[config.mk]
export PLATFORM = sky130hd
export DESIGN_NAME = puf_crp_reader_flat
export DESIGN_NICKNAME = d
export VERILOG_FILES = /design/src/rtl/puf_reader_pkg.sv /design/src/rtl/puf_crp_reader_if.sv /design/src/rtl/puf_lfsr.sv /design/src/rtl/puf_crp_reader.sv /design/src/flat_wrapper.sv
export SDC_FILE = /design/constraint.sdc
export NUM_CORES = 1
export LEC_CHECK = 0
export ABC_AREA = 1
export CAP_MARGIN = 20
export CORE_UTILIZATION = 51
export DETAILED_ROUTE_END_ITERATION = 6
export PLACE_DENSITY = 0.8
export SLEW_MARGIN = 20
export SYNTH_ARGS = -nofsm -noshare
export SYNTH_HDL_FRONTEND = slang
export SYNTH_SLANG_ARGS = --single-unit
[constraint.sdc]
create_clock -name clk -period 2.6 [get_ports clk]
set_clock_uncertainty 0.05 [all_clocks]
set_input_delay 0.39 -clock clk [delete_from_list [all_inputs] [get_ports clk]]
set_output_delay 0.39 -clock clk [all_outputs]
set_load 0.02 [all_outputs]
[src/rtl/puf_reader_pkg.sv]
// Shared definitions for the PUF challenge-response reader: FSM states,
// register map, CTRL bit positions and LFSR constants.
package puf_reader_pkg;

    typedef enum logic [2:0] {
        ST_IDLE,
        ST_RST,
        ST_SETTLE,
        ST_SAMPLE,
        ST_DONE
    } puf_state_e;

    localparam logic [1:0] ADDR_CTRL  = 2'd0;
    localparam logic [1:0] ADDR_SEED  = 2'd1;
    localparam logic [1:0] ADDR_RESP  = 2'd2;
    localparam logic [1:0] ADDR_COUNT = 2'd3;

    // CTRL write bits and CTRL read bits share positions 0/1 with different meaning.
    localparam int CTRL_START_BIT = 0;
    localparam int CTRL_ABORT_BIT = 1;
    localparam int CTRL_BUSY_BIT  = 0;
    localparam int CTRL_DONE_BIT  = 1;

    localparam logic [31:0] LFSR_TAPS    = 32'h8020_0003;
    localparam logic [31:0] DEFAULT_SEED = 32'h0000_0001;

    // Galois step, shifting right: x^32 + x^22 + x^2 + x + 1.
    function automatic logic [31:0] lfsr_step(input logic [31:0] s);
        return s[0] ? ((s >> 1) ^ LFSR_TAPS) : (s >> 1);
    endfunction

    function automatic logic [31:0] seed_guard(input logic [31:0] s);
        return (s == 32'd0) ? DEFAULT_SEED : s;
    endfunction

endpackage

[src/rtl/puf_crp_reader_if.sv]
// Register bus between the management SoC and the PUF reader.
// Handshake: master holds valid with stable addr/wstrb/wdata; slave answers with a
// one-cycle ready, rdata is valid only while ready=1; wstrb==0 means read.
interface puf_crp_reader_if;
    logic        valid;
    logic [1:0]  addr;
    logic [3:0]  wstrb;
    logic [31:0] wdata;
    logic        ready;
    logic [31:0] rdata;

    modport master (output valid, addr, wstrb, wdata, input ready, rdata);
    modport slave  (input valid, addr, wstrb, wdata, output ready, rdata);
endinterface

[src/rtl/puf_lfsr.sv]
// 32-bit Galois LFSR generating PUF challenges; a zero load is replaced by the
// default seed so the register can never lock up at zero.
module puf_lfsr
    import puf_reader_pkg::*;
(
    input  logic        clk,
    input  logic        rst_n,
    input  logic        load_i,
    input  logic [31:0] seed_i,
    input  logic        advance_i,
    output logic [31:0] state_o
);

    logic [31:0] state_q, state_d;

    always_comb begin
        state_d = state_q;
        if (load_i) begin
            state_d = seed_guard(seed_i);
        end else if (advance_i) begin
            state_d = lfsr_step(state_q);
        end
    end

    always_ff @(posedge clk or negedge rst_n) begin
        if (!rst_n) begin
            state_q <= DEFAULT_SEED;
        end else begin
            state_q <= state_d;
        end
    end

    assign state_o = state_q;

endmodule

[src/rtl/puf_crp_reader.sv]
// Drives challenges and reset pulses into a PUF, samples its synchronized response
// bit per challenge and assembles the bits into a readable response word.
module puf_crp_reader
    import puf_reader_pkg::*;
#(
    parameter int BITS          = 32,
    parameter int RESP_BITS     = 32,
    parameter int RST_CYCLES    = 2,
    parameter int SETTLE_CYCLES = 4
) (
    input  logic                clk,
    input  logic                reset_n,
    puf_crp_reader_if.slave     bus,
    output logic [BITS-1:0]     challenge_o,
    output logic                puf_reset_o,
    input  logic                response_i,
    output logic                busy_o,
    output logic                done_o,
    output puf_state_e          dbg_state_o
);

    puf_state_e  state_q, state_d;
    logic [7:0]  cnt_q, cnt_d;
    logic [31:0] resp_q, resp_d;
    logic [5:0]  count_q, count_d;
    logic        busy_q, busy_d;
    logic        done_q, done_d;
    logic [31:0] seed_q, seed_d;
    logic        ready_q, ready_d;
    logic [31:0] rdata_q, rdata_d;
    logic        sync1_q, sync2_q;

    logic        lfsr_load, lfsr_adv;
    logic [31:0] lfsr_state;
    logic [31:0] seed_merge;
    logic [5:0]  count_inc;
    logic        puf_reset;

    logic acc, wr, rd, ctrl_wr, start_req, abort_req;

    assign acc       = bus.valid && !ready_q;
    assign wr        = acc && (bus.wstrb != 4'd0);
    assign rd        = acc && (bus.wstrb == 4'd0);
    assign ctrl_wr   = wr && (bus.addr == ADDR_CTRL) && bus.wstrb[0];
    assign start_req = ctrl_wr && bus.wdata[CTRL_START_BIT];
    assign abort_req = ctrl_wr && bus.wdata[CTRL_ABORT_BIT];
    assign count_inc = 6'(count_q + 6'd1);

    puf_lfsr u_lfsr (
        .clk       (clk),
        .rst_n     (reset_n),
        .load_i    (lfsr_load),
        .seed_i    (seed_q),
        .advance_i (lfsr_adv),
        .state_o   (lfsr_state)
    );

    always_comb begin
        state_d    = state_q;
        cnt_d      = cnt_q;
        resp_d     = resp_q;
        count_d    = count_q;
        busy_d     = busy_q;
        done_d     = done_q;
        seed_d     = seed_q;
        ready_d    = acc;
        rdata_d    = rdata_q;
        lfsr_load  = 1'b0;
        lfsr_adv   = 1'b0;
        puf_reset  = 1'b1;
        seed_merge = seed_q;

        if (rd) begin
            case (bus.addr)
                ADDR_CTRL:  rdata_d = {30'd0, done_q, busy_q};
                ADDR_SEED:  rdata_d = seed_q;
                ADDR_RESP:  rdata_d = resp_q;
                default:    rdata_d = {26'd0, count_q};
            endcase
        end

        // A run finishing on this edge re-sets done in the FSM below, so it wins.
        if (rd && bus.addr == ADDR_RESP) begin
            done_d = 1'b0;
        end

        if (wr && bus.addr == ADDR_SEED && !busy_q) begin
            for (int b = 0; b < 4; b++) begin
                if (bus.wstrb[b]) seed_merge[8*b +: 8] = bus.wdata[8*b +: 8];
            end
            seed_d = seed_guard(seed_merge);
        end

        case (state_q)
            ST_IDLE: begin
                if (start_req && !abort_req) begin
                    lfsr_load = 1'b1;
                    resp_d    = 32'd0;
                    count_d   = 6'd0;
                    done_d    = 1'b0;
                    busy_d    = 1'b1;
                    cnt_d     = 8'd0;
                    state_d   = ST_RST;
                end
            end
            ST_RST: begin
                if (cnt_q == 8'(RST_CYCLES - 1)) begin
                    cnt_d   = 8'd0;
                    state_d = ST_SETTLE;
                end else begin
                    cnt_d = 8'(cnt_q + 8'd1);
                end
            end
            ST_SETTLE: begin
                puf_reset = 1'b0;
                if (cnt_q == 8'(SETTLE_CYCLES - 1)) begin
                    cnt_d   = 8'd0;
                    state_d = ST_SAMPLE;
                end else begin
                    cnt_d = 8'(cnt_q + 8'd1);
                end
            end
            ST_SAMPLE: begin
                puf_reset = 1'b0;
                resp_d    = {resp_q[30:0], sync2_q};
                count_d   = count_inc;
                lfsr_adv  = 1'b1;
                state_d   = (count_inc == 6'(RESP_BITS)) ? ST_DONE : ST_RST;
            end
            ST_DONE: begin
                busy_d  = 1'b0;
                done_d  = 1'b1;
                state_d = ST_IDLE;
            end
            default: state_d = ST_IDLE;
        endcase

        // Abort freezes the partial result exactly as it stood before this edge.
        if (abort_req) begin
            state_d  = ST_IDLE;
            busy_d   = 1'b0;
            done_d   = 1'b0;
            cnt_d    = 8'd0;
            resp_d   = resp_q;
            count_d  = count_q;
            lfsr_load = 1'b0;
            lfsr_adv  = 1'b0;
        end
    end

    always_ff @(posedge clk or negedge reset_n) begin
        if (!reset_n) begin
            state_q <= ST_IDLE;
            cnt_q   <= 8'd0;
            resp_q  <= 32'd0;
            count_q <= 6'd0;
            busy_q  <= 1'b0;
            done_q  <= 1'b0;
            seed_q  <= DEFAULT_SEED;
            ready_q <= 1'b0;
            rdata_q <= 32'd0;
            sync1_q <= 1'b0;
            sync2_q <= 1'b0;
        end else begin
            state_q <= state_d;
            cnt_q   <= cnt_d;
            resp_q  <= resp_d;
            count_q <= count_d;
            busy_q  <= busy_d;
            done_q  <= done_d;
            seed_q  <= seed_d;
            ready_q <= ready_d;
            rdata_q <= rdata_d;
            sync1_q <= response_i;
            sync2_q <= sync1_q;
        end
    end

    assign bus.ready   = ready_q;
    assign bus.rdata   = rdata_q;
    assign challenge_o = lfsr_state[BITS-1:0];
    assign puf_reset_o = puf_reset;
    assign busy_o      = busy_q;
    assign done_o      = done_q;
    assign dbg_state_o = state_q;

endmodule

[src/flat_wrapper.sv]
// flat-port wrapper written by rule: the top's interface ports become plain ports
module puf_crp_reader_flat import puf_reader_pkg::*;
#(
    parameter int BITS          = 32,
    parameter int RESP_BITS     = 32,
    parameter int RST_CYCLES    = 2,
    parameter int SETTLE_CYCLES = 4
)
  (clk, reset_n, challenge_o, puf_reset_o, response_i, busy_o, done_o, dbg_state_o, bus_valid, bus_addr, bus_wstrb, bus_wdata, bus_ready, bus_rdata);
  puf_crp_reader_if bus_i ();
  input  logic clk;
  input  logic reset_n;
  output logic [BITS-1:0] challenge_o;
  output logic puf_reset_o;
  input  logic response_i;
  output logic busy_o;
  output logic done_o;
  output puf_state_e dbg_state_o;
  input wire logic [$bits(bus_i.valid)-1:0] bus_valid;
  input wire logic [$bits(bus_i.addr)-1:0] bus_addr;
  input wire logic [$bits(bus_i.wstrb)-1:0] bus_wstrb;
  input wire logic [$bits(bus_i.wdata)-1:0] bus_wdata;
  output wire logic [$bits(bus_i.ready)-1:0] bus_ready;
  output wire logic [$bits(bus_i.rdata)-1:0] bus_rdata;
  assign bus_i.valid = bus_valid;
  assign bus_i.addr = bus_addr;
  assign bus_i.wstrb = bus_wstrb;
  assign bus_i.wdata = bus_wdata;
  assign bus_ready = bus_i.ready;
  assign bus_rdata = bus_i.rdata;
  puf_crp_reader #(.BITS(BITS), .RESP_BITS(RESP_BITS), .RST_CYCLES(RST_CYCLES), .SETTLE_CYCLES(SETTLE_CYCLES)) u_core (.clk(clk), .reset_n(reset_n), .bus(bus_i), .challenge_o(challenge_o), .puf_reset_o(puf_reset_o), .response_i(response_i), .busy_o(busy_o), .done_o(done_o), .dbg_state_o(dbg_state_o));
endmodule
==> run metrics, run 1 <==
status=finished with violations; failing checks=DRC; Warnings, synthesis=0; largest area contributor in the netlist=dfrtp_1; Core Box Area=14000 sq um; DRC errors left=3; number of buffers created by CTS=17; part of the power in combinational logic=0.348; Critical Path End Type=output pin; Setup CP Type=flop to output pin; Rows=43; max-cap violations=0; Tmin final=2170 ps; Die X=123 um; Worst-Skew Late Latency=430 ps; Seq/Total Area, Yosys=0.505; Syn Inst Count=963; final hold viol count=0; Fin Hold WS=296 ps; GR Overflow Total=0; top cells by count, synth=338 x nand2_1, 148 x dfrtp_1, 124 x inv_1, 86 x o21ai_0, 55 x o22ai_1; share of layout cells above drive strength 1=0.0624; ANT cells=0; number of global-route vias before repair=6371; clk buf depth=2; HP Start=u_core.sync1_q; Iteration-0 DRC Markers=683; Non-Filler Instances=1269; Slew Viols, Final=0; Reg area=3760 sq um; Die ar.=15100 sq um; peak supply drop=0.000502 V; setup TNS=0 ps; post-layout util=0.664; CTS tree=built; worst hold path type=flop to flop; die span in y=123 um; hold endpoint=u_core.sync2_q; clock share of power=0.259; Peak Freq=0.461 GHz; Buffers on Ports=112; Post-DP HPWL=13700 um; cell count of the worst reg-to-reg path=9; Final period util=0.834; CP max FO=5; largest net degree at the start of global routing=62; Worst R2R Start=u_core.dbg_state_o[1]; Synth Flop Type=dfrtp_1; RSZ-0062 raised after global routing=false; H-tree levels=4; Post-Synthesis Cell Area=7430 sq um; Post-Syn Area per Cell=7.72 sq um; first drt pass iteration count=7; ys async rst share=1.00; post-cts hold buffer count=1; Layout Nets=1126; Initial Util=0.529; max_slew headroom=0.520; clk slew on worst S/H paths=60 ps; vias=6823; Placer Congestion=0.881; Crit Reg-Reg Endpoint=u_core.cnt_q[2]; Yosys cell types=35; sequential share of power=0.393; Sw Ratio=0.370; Post CTS Setup Buffer Count=0; Post-Syn Nets=1009; Power Internal=0.00586 W; drt via density=5.38; Critical Path Start Type=flop; Synth Area in Simple Gates=0.245; global-route wire length before repair=31900 um; Overall Power=0.00929 W; post-CTS resize count=0; Synth Register Bits=150; top-count cell post-synth=nand2_1; WL/cell=15.4 um; multiplexer area fraction after synthesis=0; # setup viols final=0; total track usage=0.282; post-synthesis compound-gate area fraction=0.139; Yosys top cell area share=0.498; Routed WL=19500 um; Slew @ Worst Pin=719 ps; Fillers=1129; Clk Tree Root Cell=clkbuf_16; Power Density=996 nW/um^2; Req. time, crit path=2160 ps; EDFF count, synth=0; main combinational cell family by area after synthesis=simple AND/OR/NAND/NOR gates; Synth Area in Adders=0.00673; multi-input logic area=2960 sq um; WHS Path Cells=0; DRT antenna net count=0; Post-Synth XOR/XNOR Area=0.00707; Inst Count DP=1240; IO Pins=113; Area contributors post-synth=dfrtp_1 50%, nand2_1 17%, inv_1 6.3%; P&R area growth vs syn=25.5%; initial antenna violation count=0; Static Leak=4.63 nW; Arr. time, crit path=1730 ps; R2R Setup Slk=760 ps; clock sinks=150; Switch Pwr=0.00343 W
[layout by cell type (no fill, tap or decap), types with 2 or more instances in the layout]
cell and count:
inv_1 124, o221ai_1 2, nand3_1 28, nor2_2 2
clkinv_2 3, dfstp_2 2, a21boi_0 2, xor2_1 3
clkbuf_16 17, buf_4 24, o21ai_0 86, nand2_4 2
nor3_4 2, nor3_1 8, xnor2_1 3, dfrtp_1 148
clkbuf_1 5, buf_12 2, bufinv_16 3, ha_1 4
o2111ai_1 3, inv_2 4, a21oi_1 32, nand2_1 338
nand4_1 4, nor2_1 54, o21ai_1 7, nand2_2 2
clkdlybuf4s50_1 111, o22ai_1 55
[state kept, by name, indices dropped and copies added, names as in the netlist]
name,flops
u_core.u_lfsr.state_o,32
u_core.bus.ready,1
u_core.sync1_q,1
u_core.busy_o,1
u_core.bus.rdata,32
u_core.count_q,6
u_core.done_o,1
u_core.sync2_q,1
u_core.seed_q,32
u_core.resp_q,32
u_core.dbg_state_o,3
u_core.cnt_q,8
[how the worst max path moves through the flow]
stage,startpoint,end,slack (ps),cells after the start
global placement,bus_wstrb[0],u_core.cnt_q[0],300,10
CTS,u_core.dbg_state_o[2],puf_reset_o,410,3
detailed placement,bus_wstrb[0],u_core.cnt_q[2],270,10
global route,u_core.dbg_state_o[2],puf_reset_o,370,3
finish,u_core.dbg_state_o[2],puf_reset_o,430,3
floorplan,u_core.dbg_state_o[1],u_core.resp_q[4],980,8
[critical path, cell delays in order, from the launching register on]
cell             delay [ps]
dfrtp_1                 490
inv_1                   130
nand2_1                  80
clkdlybuf4s50_1         600
[cells by family (layout without fill, tap and decap cells)]
group                    after synthesis  after routing
AO/OA/AOI/OAI                        188            188
XOR/XNOR                               6              6
flip-flops                           150            150
adder cells (fa/ha/maj)                4              4
AND/OR/NAND/NOR                      445            445
buffers and inverters                170            296
[power by group through the flow]
stage,Combinational (W),Clock (W),Sequential (W)
4_1_cts,0.00322,0.00242,0.00364
3_5_place_dp,0.00319,0,0.00367
5_1_grt,0.00361,0.00252,0.00373
6_report,0.00323,0.00241,0.00365
2_1_floorplan,0.00170,0,0.00387
3_3_place_gp,0.00310,0,0.00365
[per-stage QoR]
stage / worst slack, ps / cell area, sq um
floorplan: 978 / 7430
global placement: 296 / 8760
detailed placement: 268 / 8760
CTS: 412 / 9320
global route: 373 / 9320
finish: 432 / 9320
[metal layers]
layer  share of wire  up-vias  track usage
li1                -     3304            -
met1            0.45     3228        0.399
met2            0.46      262        0.421
met3           0.072       29       0.0711
met4           0.016        0       0.0983
met5               0        -            0
[layout make-up]
class / instances / area share
Sequential cell: 150 / 0.403
Multi-Input combinational cell: 643 / 0.317
Timing Repair Buffer: 139 / 0.145
Inverter: 129 / 0.0519
Clock buffer: 22 / 0.0476
Tap cell: 180 / 0.0242
Clock inverter: 6 / 0.0113
Power figures use the tool's default switching activity.
==> run 2, diff against run 1 <==
- clock period: 2.6 -> 2.1 ns (I/O delays scaled with it)
==> run 2 against run 1 <==
The flow now finishes without violations. Non-clock buffer count grew 17. Utilization grew 1.7 points. Die area is the same. Flip-flop and latch count is the same. First-iteration DRC count shrank 6.4%. Routed wire length shrank 0.86%. Critical endpoint is now challenge_o[0]. Highest routed layer unchanged.
==> run metrics, run 2 (synthesized netlist as in run 1, its figures left out) <==
status=complete, no violations; CP max FO=7; Buffers on Ports=112; Rows=43; Power Internal=0.00731 W; Die ar.=15100 sq um; Worst-Skew Late Latency=430 ps; Critical Path End Type=output pin; Initial Util=0.529; clk slew on worst S/H paths=60 ps; Post CTS Setup Buffer Count=0; Power Density=1220 nW/um^2; Post-DP HPWL=13800 um; Peak Freq=0.485 GHz; worst hold path type=primary input to flop; commonest non-fill, non-tap cell in the layout=nand2_1; Slew Viols, Final=0; ANT cells=0; Layout Nets=1143; Final period util=0.982; Sw Ratio=0.375; Static Leak=4.75 nW; Buf/Inv on CP=1; total track usage=0.281; clock share of power=0.260; Switch Pwr=0.00438 W; # setup viols final=0; max_slew headroom=0.704; number of buffers created by CTS=17; initial antenna violation count=0; largest net degree at the start of global routing=63; Slew @ Worst Pin=439 ps; peak supply drop=0.000828 V; H-tree levels=4; CTS tree=built; Critical Path Start Type=flop; DRC errors left=0; most frequent cells in the layout=338 x nand2_1, 147 x dfrtp_1, 124 x inv_1, 111 x clkdlybuf4s50_1, 86 x o21ai_0; drt via density=5.34; Arr. time, crit path=1700 ps; Placer Congestion=0.873; DRT antenna net count=0; Core Box Area=14000 sq um; vias=6893; share of layout cells above drive strength 1=0.0856; Setup CP Type=flop to output pin; RSZ-0062 raised after global routing=false; delay-heaviest family, CP=buffers and inverters; Routed WL=19300 um; setup TNS=0 ps; clk buf depth=2; Req. time, crit path=1740 ps; WL/cell=15.0 um; CP cell instances=clkdlybuf4s50_1; slowest CP cell=clkdlybuf4s50_1; number of global-route vias before repair=6476; sequential share of power=0.387; Die X=123 um; max-cap violations=0; GR Overflow Total=0; IO Pins=113; first drt pass iteration count=6; P&R area growth vs syn=28.8%; Tmin final=2060 ps; die span in y=123 um; worst slack at placement=-89.9 ps; Worst path max stage delay=640 ps; Iteration-0 DRC Markers=639; final worst setup slack=37.1 ps; part of the power in combinational logic=0.353; Clk Tree Root Cell=clkbuf_16; final hold viol count=0; clock sinks=150; global-route wire length before repair=32200 um
run 2: repair_timing:
action / 4_1_cts / 5_1_grt
endpoints found under the setup margin: 0 / 1
resized for setup: 0 / 1
endpoints found under the hold margin: 41 / 0
hold buffers: 1 / 0
run 2: routing by layer:
layer,vias to the layer above,track usage,share of wire
li1,3345,-,-
met1,3237,0.392,0.46
met2,266,0.427,0.46
met3,45,0.0613,0.063
met4,0,0.112,0.025
met5,-,0,0
run 2: area by class of cell:
cell class,instances,area [sq um]
fill,1099,4470
tap,180,225
inverter,129,484
clock buffer,18,439
multi-input combinational,643,2960
clock inverter,14,151
timing repair buffer,156,1560
sequential,150,3760
run 2: metrics by stage:
step | total power (W) | std cells | cell area, sq um | utilization | hold WS (ps)
finish | 0.0117 | 1290 | 9570 | 0.681 | 286
global route | 0.0124 | 1290 | 9570 | 0.681 | 295
CTS | 0.0117 | 1290 | 9570 | 0.681 | 288
detailed placement | 0.00861 | 1257 | 8970 | 0.639 | 224
global placement | 0.00849 | 1257 | 8970 | 0.639 | 221
floorplan | 0.00690 | 963 | 7430 | - | -30.6
run 2: final timing paths:
| path | start | endpoint | slack, ps | cells past startpoint |
|---|---|---|---|---|
| setup / recovery | u_core.u_lfsr.state_o[0] | challenge_o[0] | 40 | 1 |
| hold / removal | response_i | u_core.sync1_q | 290 | 1 |
| setup reg to reg | u_core.dbg_state_o[1] | u_core.resp_q[0] | 320 | 7 |
| hold reg to reg | u_core.sync1_q | u_core.sync2_q | 300 | 0 |
| max in group asynchronous | reset_n | u_core.u_lfsr.state_o[0] | 960 | 3 |
| min in group asynchronous | reset_n | u_core.bus.rdata[1] | 320 | 2 |
run 2: power groups by stage:
| stage | clock, W | combinational, W | sequential [W] |
|---|---|---|---|
| finish | 0.00304 | 0.00413 | 0.00452 |
| global route | 0.00320 | 0.00457 | 0.00462 |
| CTS | 0.00307 | 0.00413 | 0.00450 |
| detailed placement | 0 | 0.00407 | 0.00454 |
| global placement | 0 | 0.00397 | 0.00452 |
| floorplan | 0 | 0.00211 | 0.00479 |
